[src/rtl/ext_serial_scheduler_pkg.sv]
`default_nettype none
// ------------------------------------------------------------------------
// ext_serial_scheduler_pkg: shared types and mode-bit indices for the
// ext serial scheduler.  Revision: 1.0
// ------------------------------------------------------------------------
package ext_serial_scheduler_pkg;

  typedef logic       Bit_t;
  typedef logic [7:0] Byte_t;
  typedef logic [1:0] Serial_mode_t;

  localparam int SER_MODE_TX_IDLE  = 0;
  localparam int SER_MODE_RX_READY = 1;

  typedef enum logic [1:0] {
    TX_IDLE      = 2'd0,
    TX_ISSUE     = 2'd1,
    TX_WAIT_BUSY = 2'd2,
    TX_WAIT_DONE = 2'd3
  } Serial_tx_state_t;

  typedef enum logic [1:0] {
    RX_IDLE    = 2'd0,
    RX_STROBE  = 2'd1,
    RX_CAPTURE = 2'd2,
    RX_SETTLE  = 2'd3
  } Serial_rx_state_t;

endpackage
`default_nettype wire

[src/rtl/ext_serial_scheduler_fifo.sv]
`default_nettype none
// ------------------------------------------------------------------------
// serial_fifo: synchronous first-word-fall-through byte FIFO, 2**AW deep.
// Revision: 1.0
// ------------------------------------------------------------------------
module serial_fifo #(
  parameter int AW = 4
) (
  input  logic        clk,
  input  logic        rst,
  input  logic        push_i,
  input  logic        pop_i,
  input  logic [7:0]  wdata_i,
  output logic [7:0]  rdata_o,
  output logic        full_o,
  output logic        empty_o,
  output logic [AW:0] level_o
);
  localparam int DEPTH = 1 << AW;

  logic [7:0]  mem_q [DEPTH];
  logic [AW:0] wr_ptr_q;
  logic [AW:0] rd_ptr_q;
  logic        do_push;
  logic        do_pop;

  // Pointers carry one extra wrap bit, so the difference is the exact occupancy.
  assign level_o = wr_ptr_q - rd_ptr_q;
  assign full_o  = level_o[AW];
  assign empty_o = (level_o == '0);
  assign do_push = push_i && !full_o;
  assign do_pop  = pop_i && !empty_o;
  assign rdata_o = mem_q[rd_ptr_q[AW-1:0]];

  always_ff @(posedge clk or posedge rst) begin
    if (rst) begin
      wr_ptr_q <= '0;
      rd_ptr_q <= '0;
    end else begin
      if (do_push) wr_ptr_q <= wr_ptr_q + 1'b1;
      if (do_pop)  rd_ptr_q <= rd_ptr_q + 1'b1;
    end
  end

  always_ff @(posedge clk) begin
    if (do_push) mem_q[wr_ptr_q[AW-1:0]] <= wdata_i;
  end

endmodule
`default_nettype wire

[src/rtl/ext_serial_scheduler.sv]
`default_nettype none
// ------------------------------------------------------------------------
// ext_serial_scheduler: TX/RX byte FIFOs plus write_op/read_op sequencing
// for the external UART byte controller.  Revision: 1.0
// ------------------------------------------------------------------------
module ext_serial_scheduler
  import ext_serial_scheduler_pkg::*;
#(
  parameter int TX_AW        = 4,
  parameter int RX_AW        = 4,
  parameter int BUSY_TIMEOUT = 8
) (
  input  logic             clk,
  input  logic             rst,
  input  logic             tx_push_i,
  input  logic [7:0]       tx_data_i,
  output logic             tx_full_o,
  output logic [TX_AW:0]   tx_level_o,
  input  logic             rx_pop_i,
  output logic [7:0]       rx_data_o,
  output logic             rx_empty_o,
  output logic [RX_AW:0]   rx_level_o,
  output logic             rx_overrun_o,
  input  logic             ovr_clear_i,
  output logic             ser_write_op_o,
  output logic             ser_read_op_o,
  output logic [7:0]       ser_data_out_o,
  input  logic [7:0]       ser_data_in_i,
  input  logic [1:0]       ser_mode_i
);
  localparam int               CNT_W    = $clog2(BUSY_TIMEOUT + 1);
  localparam logic [CNT_W-1:0] CNT_LAST = CNT_W'(BUSY_TIMEOUT - 1);

  Serial_tx_state_t tx_state_q, tx_state_d;
  Serial_rx_state_t rx_state_q, rx_state_d;
  logic [CNT_W-1:0] busy_cnt_q, busy_cnt_d;
  logic [7:0]       data_out_q, data_out_d;
  logic             overrun_q, overrun_d;

  logic       tx_pop;
  logic       tx_empty;
  logic [7:0] tx_head;
  logic       rx_push;
  logic       rx_full;
  logic       tx_idle;
  logic       rx_ready;

  assign tx_idle  = ser_mode_i[SER_MODE_TX_IDLE];
  assign rx_ready = ser_mode_i[SER_MODE_RX_READY];

  serial_fifo #(.AW(TX_AW)) u_tx_fifo (
    .clk     (clk),
    .rst     (rst),
    .push_i  (tx_push_i),
    .pop_i   (tx_pop),
    .wdata_i (tx_data_i),
    .rdata_o (tx_head),
    .full_o  (tx_full_o),
    .empty_o (tx_empty),
    .level_o (tx_level_o)
  );

  serial_fifo #(.AW(RX_AW)) u_rx_fifo (
    .clk     (clk),
    .rst     (rst),
    .push_i  (rx_push),
    .pop_i   (rx_pop_i),
    .wdata_i (ser_data_in_i),
    .rdata_o (rx_data_o),
    .full_o  (rx_full),
    .empty_o (rx_empty_o),
    .level_o (rx_level_o)
  );

  always_ff @(posedge clk or posedge rst) begin
    if (rst) begin
      tx_state_q <= TX_IDLE;
      rx_state_q <= RX_IDLE;
      busy_cnt_q <= '0;
      data_out_q <= '0;
      overrun_q  <= 1'b0;
    end else begin
      tx_state_q <= tx_state_d;
      rx_state_q <= rx_state_d;
      busy_cnt_q <= busy_cnt_d;
      data_out_q <= data_out_d;
      overrun_q  <= overrun_d;
    end
  end

  // A controller that never reports busy must not wedge the queue: give up after the timeout.
  always_comb begin
    tx_state_d = tx_state_q;
    busy_cnt_d = busy_cnt_q;
    data_out_d = data_out_q;
    tx_pop     = 1'b0;
    case (tx_state_q)
      TX_IDLE: begin
        if (!tx_empty && tx_idle) begin
          tx_pop     = 1'b1;
          data_out_d = tx_head;
          tx_state_d = TX_ISSUE;
        end
      end
      TX_ISSUE: begin
        busy_cnt_d = '0;
        tx_state_d = TX_WAIT_BUSY;
      end
      TX_WAIT_BUSY: begin
        if (!tx_idle)                   tx_state_d = TX_WAIT_DONE;
        else if (busy_cnt_q == CNT_LAST) tx_state_d = TX_IDLE;
        else                            busy_cnt_d = busy_cnt_q + 1'b1;
      end
      TX_WAIT_DONE: begin
        if (tx_idle) tx_state_d = TX_IDLE;
      end
      default: tx_state_d = TX_IDLE;
    endcase
  end

  // Read strobe fires even with a full RX FIFO so the controller always drains its byte.
  always_comb begin
    rx_state_d = rx_state_q;
    rx_push    = 1'b0;
    overrun_d  = overrun_q;
    if (ovr_clear_i) overrun_d = 1'b0;
    case (rx_state_q)
      RX_IDLE:    if (rx_ready) rx_state_d = RX_STROBE;
      RX_STROBE:  rx_state_d = RX_CAPTURE;
      RX_CAPTURE: begin
        rx_push    = 1'b1;
        if (rx_full) overrun_d = 1'b1;
        rx_state_d = RX_SETTLE;
      end
      RX_SETTLE:  rx_state_d = RX_IDLE;
      default:    rx_state_d = RX_IDLE;
    endcase
  end

  assign ser_write_op_o = (tx_state_q == TX_ISSUE);
  assign ser_read_op_o  = (rx_state_q == RX_STROBE);
  assign ser_data_out_o = data_out_q;
  assign rx_overrun_o   = overrun_q;

endmodule
`default_nettype wire

[config.mk]
export PLATFORM = sky130hd
export DESIGN_NAME = ext_serial_scheduler
export DESIGN_NICKNAME = d
export VERILOG_FILES = /design/src/rtl/ext_serial_scheduler_pkg.sv /design/src/rtl/ext_serial_scheduler_fifo.sv /design/src/rtl/ext_serial_scheduler.sv
export SDC_FILE = /design/constraint.sdc
export NUM_CORES = 1
export LEC_CHECK = 0
export ABC_AREA = 1
export BUFFER_PORTS_ARGS = -buffer_cell sky130_fd_sc_hd__clkbuf_2
export CELL_PAD_IN_SITES_DETAIL_PLACEMENT = 2
export CELL_PAD_IN_SITES_GLOBAL_PLACEMENT = 2
export CORE_MARGIN = 2
export CORE_UTILIZATION = 42
export CTS_BUF_LIST = sky130_fd_sc_hd__clkbuf_4 sky130_fd_sc_hd__clkbuf_8 sky130_fd_sc_hd__clkbuf_16
export CTS_CLUSTER_DIAMETER = 200
export DETAILED_ROUTE_END_ITERATION = 8
export PLACE_DENSITY_LB_ADDON = 0.15
export SKIP_CTS_REPAIR_TIMING = 1
export SYNTH_ARGS = -nofsm -noshare
export SYNTH_HDL_FRONTEND = slang
export SYNTH_SLANG_ARGS = --single-unit
[constraint.sdc]
create_clock -name clk -period 3.55 [get_ports clk]
set_input_delay 0.71 -clock clk [delete_from_list [all_inputs] [get_ports clk]]
set_output_delay 0.71 -clock clk [all_outputs]
set_load 0.01 [all_outputs]
==> run metrics <==
status=completed; CP Capture Type=output pin; setup tns final=0 ns; CTS tree=built; Hold Path End=rx_overrun_o; Req. time, crit path=2.84 ns; placed cells=1511; Mapped Nets=1128; Worst Reg-to-Reg Cells=11; DP HPWL=25200 um; CTS Sinks=293; Ys Warns=0; GRT overflow=0; synthesis-to-finish area growth=15.7%; Hold Path Class=in2reg; GRT Total Usage=0.253; initial antenna violation count=0; RR Endpoint=u_tx_fifo.mem_q[1][6]; arrival time at the worst endpoint=2.58 ns; first-pass GRT wire length=58900 um; Mapped Cells=1075; Die Y-Extent=176 um; DRT Wirelength=38200 um; count of final setup violators=0; hold depth=2; commonest non-fill, non-tap cell in the layout=edfxtp_1; Slew Limit Fails=0; Clock Root Buffer=clkbuf_16; layout net count=1211; #FFs+latches synth=293; clk buf depth=3; DR WL/cell=24.3 um; worst-margin pin slew=0.983 ns; core area=29400 um^2; CTS Buf Count=34; clock latency at the later pin of the worst-skew pair=0.52 ns; R2R Setup Slk=0.45 ns; post-layout util=0.491; RSZ-0062 raised after global routing=no; pin count of the biggest net entering global routing=68; Max Fanout on Critical Path=58; design area=14400 um^2; crit path time final=3.29 ns; share of cells above drive strength 1=0.146; width of the die=176 um; # IOs=54; 1st-pass router iterations=5; Vias=8748; dpl ws=0.531 ns; VDD IR max=0.000613 V; Max-slew headroom=0.344; Antenna diodes=0; worst r2r src=u_tx_fifo.wr_ptr_q[0]; Distinct cells, synth=33; vias in the first global route=9622; post-route setup slack=0.261 ns; I/O Buffers=53; Final Cycle Share=0.927; Worst-path clk slew=0.06 ns; Crit Path Category=reg2out; initial core utilization=0.424; fin cells=1572; routability cong.=0.767; Post-Route Skew=0.0209 ns; synthesized area per cell=11.6 um^2; pwr dens=868 nW/um^2; FMAX=304 MHz; Cell Area, Synth=12500 um^2; DP Area=13300 um^2; initial DRC count=617; # H-tree levels=2; drt drc=0; Hold Vio Cnt, Final=0; die area=31100 um^2; row count=63; most frequent cells in the layout=256 x edfxtp_1, 200 x nor2_1, 145 x nand2_1; leak pwr=5.42 nW; Hold Path Origin=ovr_clear_i; Routed Antenna Nets=0; Worst setup SP type=flop; total of max-cap violations=0; sequential area share after synthesis=0.691; Via-to-Cell Ratio=5.56
where the power goes:
group	internal, W	switching (W)
clock	0.00204	0.00140
sequential	0.00410	0.000231
combinational	0.00143	0.00330
critical path, cell delays in order (launching register included):
cell and delay (ns):
dfrtp_2 0.50, buf_4 0.54, o21ai_0 0.24, o221ai_1 0.30
nand3_1 0.20, nand3_1 0.11, clkbuf_2 0.14
worst max path at each step:
stage / slack, ns / startpoint / cells after the start / endpoint
2_1_floorplan: 0.83 / u_rx_fifo.rd_ptr_q[1] / 11 / u_rx_fifo.mem_q[11][0]
3_3_place_gp: 0.71 / u_tx_fifo.wr_ptr_q[0] / 11 / u_tx_fifo.mem_q[1][5]
3_5_place_dp: 0.53 / u_tx_fifo.wr_ptr_q[0] / 11 / u_tx_fifo.mem_q[2][2]
4_1_cts: 0.15 / u_rx_fifo.wr_ptr_q[0] / 11 / rx_empty_o
5_1_grt: 0.07 / u_rx_fifo.wr_ptr_q[0] / 11 / rx_empty_o
6_report: 0.26 / u_rx_fifo.rd_ptr_q[0] / 6 / rx_data_o[5]
logic make-up after synthesis:
family,after synthesis,synth area share
simple gates,415,0.134
compound gates,211,0.0948
buf+inv,110,0.0370
xor+xnor,16,0.0124
flops,293,0.691
fa+ha+maj,30,0.0313
routing by layer:
metal  vias up  share of wire  wire (um)  global-route usage
met3        53          0.054       2070              0.0422
li1       3936              -          -                   -
met5         -              0          0                   0
met2       234           0.49      18900               0.427
met4         0          0.019        733              0.0616
met1      4525           0.43      16500               0.342
area by class of cell:
| cell class | count | area, um^2 |
|---|---|---|
| Inverter | 59 | 223 |
| Multi-Input combinational cell | 672 | 3400 |
| Timing Repair Buffer | 98 | 616 |
| Clock buffer | 45 | 957 |
| Sequential cell | 293 | 8620 |
| Clock inverter | 15 | 124 |
| Tap cell | 390 | 488 |
| Fill cell | 3005 | 15000 |
metrics by stage:
step | power, W | hold slack, ns
final | 0.0125 | 0.381
after global routing | 0.0133 | 0.397
after CTS | 0.0126 | 0.368
after detailed placement | 0.00910 | 0.472
after global placement | 0.00883 | 0.468
after floorplan | 0.00729 | 0.463
flip-flops by register name, summed over array words and instances, names as in the netlist:
register,count
u_tx_fifo.mem_q,128
u_tx_fifo.wr_ptr_q,5
u_rx_fifo.mem_q,128
rx_state_q,2
u_rx_fifo.rd_ptr_q,5
u_rx_fifo.wr_ptr_q,5
u_tx_fifo.rd_ptr_q,5
rx_overrun_o,1
ser_data_out_o,8
tx_state_q,2
busy_cnt_q,4
cells in the mapped netlist:
cell type / count / share of area
buf_1: 1 / 0.00030
o22ai_1: 17 / 0.0085
ha_1: 28 / 0.028
or2_2: 1 / 0.00050
o221ai_1: 15 / 0.011
nor3b_1: 1 / 0.00060
xor2_1: 12 / 0.0084
clkbuf_1: 26 / 0.0078
nor3_1: 2 / 0.00080
o31ai_1: 1 / 0.00060
xor2_2: 1 / 0.0013
nand3_2: 2 / 0.0016
nand2_2: 6 / 0.0030
inv_1: 51 / 0.015
clkinv_2: 1 / 0.00040
o21ai_0: 114 / 0.046
o21ai_1: 41 / 0.016
a21oi_1: 5 / 0.0020
xnor2_2: 1 / 0.0013
clkinv_1: 4 / 0.0012
buf_4: 7 / 0.0042
nand2_1: 145 / 0.044
fa_1: 2 / 0.0032
o211ai_1: 17 / 0.010
nor2_1: 200 / 0.060
dfrtp_1: 37 / 0.074
buf_2: 16 / 0.0064
edfxtp_1: 256 / 0.62
inv_2: 3 / 0.00090
xnor2_1: 2 / 0.0014
a21oi_2: 1 / 0.00070
nand3_1: 58 / 0.023
clkbuf_2: 1 / 0.00040
Note: power is estimated with default switching activity, not from simulation.
